==> src/rtl/cnn_pkg.sv <==
// Shared CNN pipeline definitions: the pixel type, the unsigned max helper
// and the default frame geometry used by the convolution and pooling stages.
package cnn_pkg;

  localparam int PIX_WIDTH = 8;
  localparam int IMG_ROWS  = 540;
  localparam int IMG_COLS  = 540;

  typedef logic [PIX_WIDTH-1:0] pixel_t;

  // Unsigned maximum; on a tie either operand is the same value.
  function automatic pixel_t pix_max(input pixel_t a, input pixel_t b);
    return (a >= b) ? a : b;
  endfunction

endpackage

==> src/rtl/maxpool_2x2_if.sv <==
// Pixel stream bundle between the edge-map producer and the 2x2 pooling stage.
// The master drives the input pixel stream; the slave (the pooler) drives the
// pooled output stream.
interface maxpool_2x2_if;
  import cnn_pkg::*;

  logic   in_valid;
  pixel_t in_pixel;
  logic   in_sof;
  logic   out_valid;
  pixel_t out_pixel;
  logic   out_eof;

  modport master (
    output in_valid, in_pixel, in_sof,
    input  out_valid, out_pixel, out_eof
  );

  modport slave (
    input  in_valid, in_pixel, in_sof,
    output out_valid, out_pixel, out_eof
  );

endinterface

==> src/rtl/maxpool_2x2_line_buffer.sv <==
// Half-width row store for the pooler. Synchronous write, asynchronous read,
// no reset on the contents so it maps onto distributed RAM.
module pool_line_buffer
  import cnn_pkg::*;
#(
  parameter int DEPTH  = IMG_COLS / 2,
  parameter int WIDTH  = PIX_WIDTH,
  parameter int ADDR_W = (DEPTH > 1) ? $clog2(DEPTH) : 1
) (
  input  logic              clk,
  input  logic              wr_en,
  input  logic [ADDR_W-1:0] wr_addr,
  input  logic [WIDTH-1:0]  wr_data,
  input  logic [ADDR_W-1:0] rd_addr,
  output logic [WIDTH-1:0]  rd_data
);

  logic [WIDTH-1:0] mem [DEPTH];

  // Store one horizontal max per column pair of an even row.
  always_ff @(posedge clk) begin
    if (wr_en) begin
      mem[wr_addr] <= wr_data;
    end
  end

  assign rd_data = mem[rd_addr];

endmodule

==> src/rtl/maxpool_2x2.sv <==
// Streaming 2x2 / stride-2 max pooling of a raster-order pixel stream.
// Even rows leave one horizontal max per column pair in the line buffer;
// odd rows combine their horizontal max with it and emit one pooled pixel.
module maxpool_2x2
  import cnn_pkg::*;
#(
  parameter int WORD_SIZE = PIX_WIDTH,
  parameter int ROW_SIZE  = IMG_COLS,
  parameter int COL_SIZE  = IMG_ROWS
) (
  input  logic          clk,
  input  logic          rst,
  maxpool_2x2_if.slave  pool
);

  localparam int COL_W  = (ROW_SIZE > 2) ? $clog2(ROW_SIZE) : 1;
  localparam int ROW_W  = (COL_SIZE > 2) ? $clog2(COL_SIZE) : 1;
  localparam int DEPTH  = ROW_SIZE / 2;
  localparam int ADDR_W = (DEPTH > 1) ? $clog2(DEPTH) : 1;

  if (WORD_SIZE != PIX_WIDTH) begin : g_bad_word
    $error("maxpool_2x2: WORD_SIZE must equal cnn_pkg::PIX_WIDTH");
  end
  if ((ROW_SIZE < 2) || ((ROW_SIZE % 2) != 0)) begin : g_bad_row
    $error("maxpool_2x2: ROW_SIZE must be even and at least 2");
  end
  if ((COL_SIZE < 2) || ((COL_SIZE % 2) != 0)) begin : g_bad_col
    $error("maxpool_2x2: COL_SIZE must be even and at least 2");
  end

  logic [COL_W-1:0]  col;
  logic [ROW_W-1:0]  row;
  pixel_t            hold;
  logic              out_valid_r;
  pixel_t            out_pixel_r;
  logic              out_eof_r;

  logic [COL_W-1:0]  eff_col;
  logic [ROW_W-1:0]  eff_row;
  logic [COL_W-1:0]  col_next;
  logic [ROW_W-1:0]  row_next;
  logic              last_col;
  logic              last_row;
  pixel_t            hmax;
  pixel_t            lb_rd_data;
  logic [ADDR_W-1:0] lb_addr;
  logic              lb_wr_en;

  // Resolve this pixel's position (start-of-frame forces 0,0) and next counts.
  always_comb begin
    eff_col  = pool.in_sof ? {COL_W{1'b0}} : col;
    eff_row  = pool.in_sof ? {ROW_W{1'b0}} : row;
    last_col = (eff_col == COL_W'(ROW_SIZE - 1));
    last_row = (eff_row == ROW_W'(COL_SIZE - 1));
    if (last_col) begin
      col_next = {COL_W{1'b0}};
      row_next = last_row ? {ROW_W{1'b0}} : (eff_row + ROW_W'(1));
    end else begin
      col_next = eff_col + COL_W'(1);
      row_next = eff_row;
    end
    hmax     = pix_max(hold, pool.in_pixel);
    lb_addr  = ADDR_W'(eff_col >> 1);
    lb_wr_en = pool.in_valid & eff_col[0] & ~eff_row[0];
  end

  // Position counters, left-pixel hold register and registered pooled output.
  always_ff @(posedge clk or posedge rst) begin
    if (rst) begin
      col         <= {COL_W{1'b0}};
      row         <= {ROW_W{1'b0}};
      hold        <= '0;
      out_valid_r <= 1'b0;
      out_pixel_r <= '0;
      out_eof_r   <= 1'b0;
    end else if (pool.in_valid) begin
      col <= col_next;
      row <= row_next;
      if (!eff_col[0]) begin
        hold        <= pool.in_pixel;
        out_valid_r <= 1'b0;
        out_eof_r   <= 1'b0;
      end else if (eff_row[0]) begin
        out_pixel_r <= pix_max(hmax, lb_rd_data);
        out_valid_r <= 1'b1;
        out_eof_r   <= last_row & last_col;
      end else begin
        out_valid_r <= 1'b0;
        out_eof_r   <= 1'b0;
      end
    end else begin
      out_valid_r <= 1'b0;
      out_eof_r   <= 1'b0;
    end
  end

  // Read and write share one address: even rows only write, odd rows only read.
  pool_line_buffer #(
    .DEPTH  (DEPTH),
    .WIDTH  (PIX_WIDTH),
    .ADDR_W (ADDR_W)
  ) u_line_buffer (
    .clk     (clk),
    .wr_en   (lb_wr_en),
    .wr_addr (lb_addr),
    .wr_data (hmax),
    .rd_addr (lb_addr),
    .rd_data (lb_rd_data)
  );

  assign pool.out_valid = out_valid_r;
  assign pool.out_pixel = out_pixel_r;
  assign pool.out_eof   = out_eof_r;

endmodule

==> src/flat_wrapper.sv <==
// flat-port wrapper written by rule: the top's interface ports become plain ports
module maxpool_2x2_flat import cnn_pkg::*;
#(
  parameter int WORD_SIZE = PIX_WIDTH,
  parameter int ROW_SIZE  = IMG_COLS,
  parameter int COL_SIZE  = IMG_ROWS
)
  (clk, rst, pool_in_valid, pool_in_pixel, pool_in_sof, pool_out_valid, pool_out_pixel, pool_out_eof);
  maxpool_2x2_if pool_i ();
  input  logic clk;
  input  logic rst;
  input wire logic [$bits(pool_i.in_valid)-1:0] pool_in_valid;
  input wire logic [$bits(pool_i.in_pixel)-1:0] pool_in_pixel;
  input wire logic [$bits(pool_i.in_sof)-1:0] pool_in_sof;
  output wire logic [$bits(pool_i.out_valid)-1:0] pool_out_valid;
  output wire logic [$bits(pool_i.out_pixel)-1:0] pool_out_pixel;
  output wire logic [$bits(pool_i.out_eof)-1:0] pool_out_eof;
  assign pool_i.in_valid = pool_in_valid;
  assign pool_i.in_pixel = pool_in_pixel;
  assign pool_i.in_sof = pool_in_sof;
  assign pool_out_valid = pool_i.out_valid;
  assign pool_out_pixel = pool_i.out_pixel;
  assign pool_out_eof = pool_i.out_eof;
  maxpool_2x2 #(.WORD_SIZE(WORD_SIZE), .ROW_SIZE(ROW_SIZE), .COL_SIZE(COL_SIZE)) u_core (.clk(clk), .rst(rst), .pool(pool_i));
endmodule
==> config.mk <==
export PLATFORM = sky130hd
export DESIGN_NAME = maxpool_2x2_flat
export DESIGN_NICKNAME = d
export VERILOG_FILES = /design/src/rtl/cnn_pkg.sv /design/src/rtl/maxpool_2x2_if.sv /design/src/rtl/maxpool_2x2_line_buffer.sv /design/src/rtl/maxpool_2x2.sv /design/src/flat_wrapper.sv
export SDC_FILE = /design/constraint.sdc
export NUM_CORES = 2
export LEC_CHECK = 0
export ABC_AREA = 1
export CAP_MARGIN = 20
export CORE_MARGIN = 5
export CORE_UTILIZATION = 35
export DETAILED_ROUTE_END_ITERATION = 10
export GPL_ROUTABILITY_DRIVEN = 0
export PLACE_DENSITY = 0.49
export SKIP_CTS_REPAIR_TIMING = 1
export SLEW_MARGIN = 10
export SYNTH_ARGS = -nofsm -noshare
export SYNTH_HDL_FRONTEND = slang
export SYNTH_SLANG_ARGS = --single-unit
==> constraint.sdc <==
create_clock -name clk -period 27.4 [get_ports clk]
set_input_delay 4.11 -clock clk [delete_from_list [all_inputs] [get_ports clk]]
set_output_delay 4.11 -clock clk [all_outputs]
set_load 0.02 [all_outputs]
==> impl_results.md <==
- Total CTS buffers: 226
- DIE AREA: between 0.2 and 0.3 sq mm
- Post-synthesis sequential area ratio: 71.87%
- Post-synth ARST share: under 10%
- Routed vias: just over 60000
- Clk_skew: around 0.032 ns
- Crit path arrival time: 10.96 ns
- Die height: roughly 520 um
- Placed instance count: between 10000 and 15000
- Gr usage total: 21.08%
- Largest net degree at the start of global routing: 189
- Avg Inst Size Synth: around 11 sq um
- Gr ovfl total: 0
- Post-Synthesis Cells: between 8000 and 9000
- RSZ-0062 raised after global routing: no
- Slew headroom: between 20% and 30%
- Core area: ~0.26 sq mm
- Cell taking the most area after synthesis: edfxtp_1
- Pwr per Cell Area: ~75 mW/mm^2
- Crit Path Category: in2reg
- Overall routed net length: about 290000 um
- FILL cells: between 20000 and 30000
- Hold Crit Class: reg2reg
- Slowest Stage Delay on Critical Path: ~0.7 ns
- Clock tree from TritonCTS: yes
- Leading post-synthesis cells by cell area: edfxtp_1, nand2_1, nor2_1, inv_1, o21ai_0
- Fin crit period: roughly 10 ns
- Reg clk slew, reported paths: 0.06 ns
- Max-Cap Viols: 0
- YS warnings: 0
- 1st-iter DRT viols: ~6300
- Max Clk Rate: approximately 100 MHz
- HPWL Detailed: ~160000 um
- EDFF count, synth: between 2000 and 2500
- Unique cell type count in the Yosys netlist: 52
- Clk_lat worst skew: roughly 0.86 ns
- Dpl ws: around 16 ns
- Crit. End Element: flop
- Fin worst setup slack: 17.22 ns
- Syn nets: 8490
- Syn Std Cell Area: roughly 0.09 sq mm
- Critical Path RT: 28.19 ns
- Die Wd: between 500 and 600 um
- Root Buffer: clkbuf_16
- Max clock buf depth: 3
- P_leak: between 30 and 40 nW
- Fin. Hold Viols: 0
- Post-DP Area: 0.09554 sq mm
- Max FO, Critical Path: 124
- Slowest-stage cell, CP: nand2_8
- Peak VDD IR: about 0.000071 V
- CTS Sinks: ~2200
- Wire length of the first global-routing pass: around 420000 um
- Drt first pass iters: 6
- Vias in the first global route: about 60000
- Final instance area: about 0.1 sq mm
- CP startpoint kind: primary input
- Tcrit/Tclk final: 37.14%
- Final setup vio count: 0
- Final slew viol count: 0
- Status: completed
- Initial Utilization: about a third
- Most used DFF post-synth: edfxtp_1
- DRT antenna net count: 0
- DR WL/cell: roughly 24 um
- Setup TNS Final: 0 ns
- Area Growth Syn to Fin: 12.06%
- Nets@finish: between 8000 and 9000
- Slew @ Worst Pin: about 1.1 ns
- Finished Layout Cells: around 12000
- Top Ports: 22
- #FFs+latches synth: ~2200
- Number of port buffers: 21
- Final Util: about two fifths
- Via/cell ratio: approximately 5
- Core Rows: ~190
- Drt drc: 0
- Post-synth top area share: a little over two thirds
- Number of H-tree levels: 4
- Most used cell, CP: nand2_1
- Initial antenna violation count: 16
- Layout cells sized above 1: 6.007%
report_power, final:
group	switching [mW]	total, mW	leakage (nW)	internal [mW]
clock	1.31	3.01	3.43	1.70
combinational	0.609	0.751	15.7	0.142
sequential	0.00899	3.89	20.0	3.88
total	1.93	7.65	39.1	5.72
per-stage QoR:
stage,hold WS (ns),power (mW)
finish,0.4955,7.649
global route,0.5535,7.905
CTS,0.4930,7.701
detailed placement,0.4826,4.718
global placement,0.4700,4.712
floorplan,0.4530,4.532
placed cells by master, fill, tap and decap left out, drive strengths merged, types with 20 or more instances in the layout:
cell and n:
buf 109, a21oi 45, a22oi 33, or2 71, clkinv 91, nor2 1855
clkdlybuf4s50 20, dfrtp 38, edfxtp 2160, nand3 143, nand2 2344, clkbuf 291
o22ai 85, nand4 64, inv 762, o21ai 405
worst paths after layout:
kind,slack (ns),depth (start not counted),end,start
hold reg to reg,0.50,2,u_core.row[7],u_core.row[7]
setup reg to reg,20.52,29,u_core.pool.out_pixel[7],u_core.col[1]
hold / removal,0.50,2,u_core.row[7],u_core.row[7]
max in group asynchronous,23.38,3,u_core.pool.out_pixel[2],rst
min in group asynchronous,3.51,2,u_core.hold[0],rst
setup / recovery,17.22,30,u_core.pool.out_pixel[7],pool_in_sof
sequential cells by signal, summed over array words and instances, names as in the netlist:
register / cells
u_core.col: 10
u_core.hold: 8
u_core.pool.out_eof: 1
u_core.pool.out_pixel: 8
u_core.pool.out_valid: 1
u_core.row: 10
u_core.u_line_buffer.mem: 2160
critical path, delay by kind of cell:
family | cells | cell delay (ns)
adders and majority gates | 1 | 0.14
AOI/OAI and AO/OA | 5 | 0.70
buffers and inverters | 7 | 2.42
and+or+nand+nor | 17 | 3.27
logic make-up (layout without fill, tap and decap cells):
logic type	Yosys count	after routing	synth area share, %
mux	1	1	0.01230
flops	2198	2198	71.87
simple gates	4497	4497	19.14
fa+ha+maj	18	18	0.2459
buf+inv	1149	1296	5.159
xor+xnor	11	11	0.1052
other cells	0	10	0
compound gates	586	586	3.469
Yosys cell counts (all sizes together), types with 2 or more instances:
cell / count
dfrtp: 38
o31ai: 3
nand4: 64
xnor2: 2
o22ai: 85
o21ai: 405
clkbuf: 105
a22oi: 33
nand2: 2344
nand3b: 7
nor2: 1855
inv: 757
edfxtp: 2160
or2: 71
buf: 286
a21oi: 45
and2: 2
a211oi: 2
a21boi: 2
o211ai: 5
ha: 18
xor2: 9
nor3: 9
nand3: 143
metal layers:
metal / share of wire [%] / vias up / wire (um) / GRT usage, %
li1: - / 27730 / - / -
met1: 44 / 30150 / 128800 / 29.30
met2: 47 / 2004 / 136300 / 34.10
met3: 6.8 / 438 / 19780 / 3.763
met4: 2.6 / 2 / 7693 / 5.744
met5: 0.0041 / - / 12 / 0
cell type report:
type                            count  area, sq um  area share (%)
Sequential cell                  2198        65810           64.13
Multi-Input combinational cell   5113        21300           20.76
Clock buffer                      290         5979           5.827
Tap cell                         3496         4374           4.262
Inverter                          758         2858           2.785
Timing Repair Buffer              130         1231           1.200
Clock inverter                    118         1037           1.011
Antenna cell                       10        25.02         0.02438
Power figures use the tool's default switching activity.
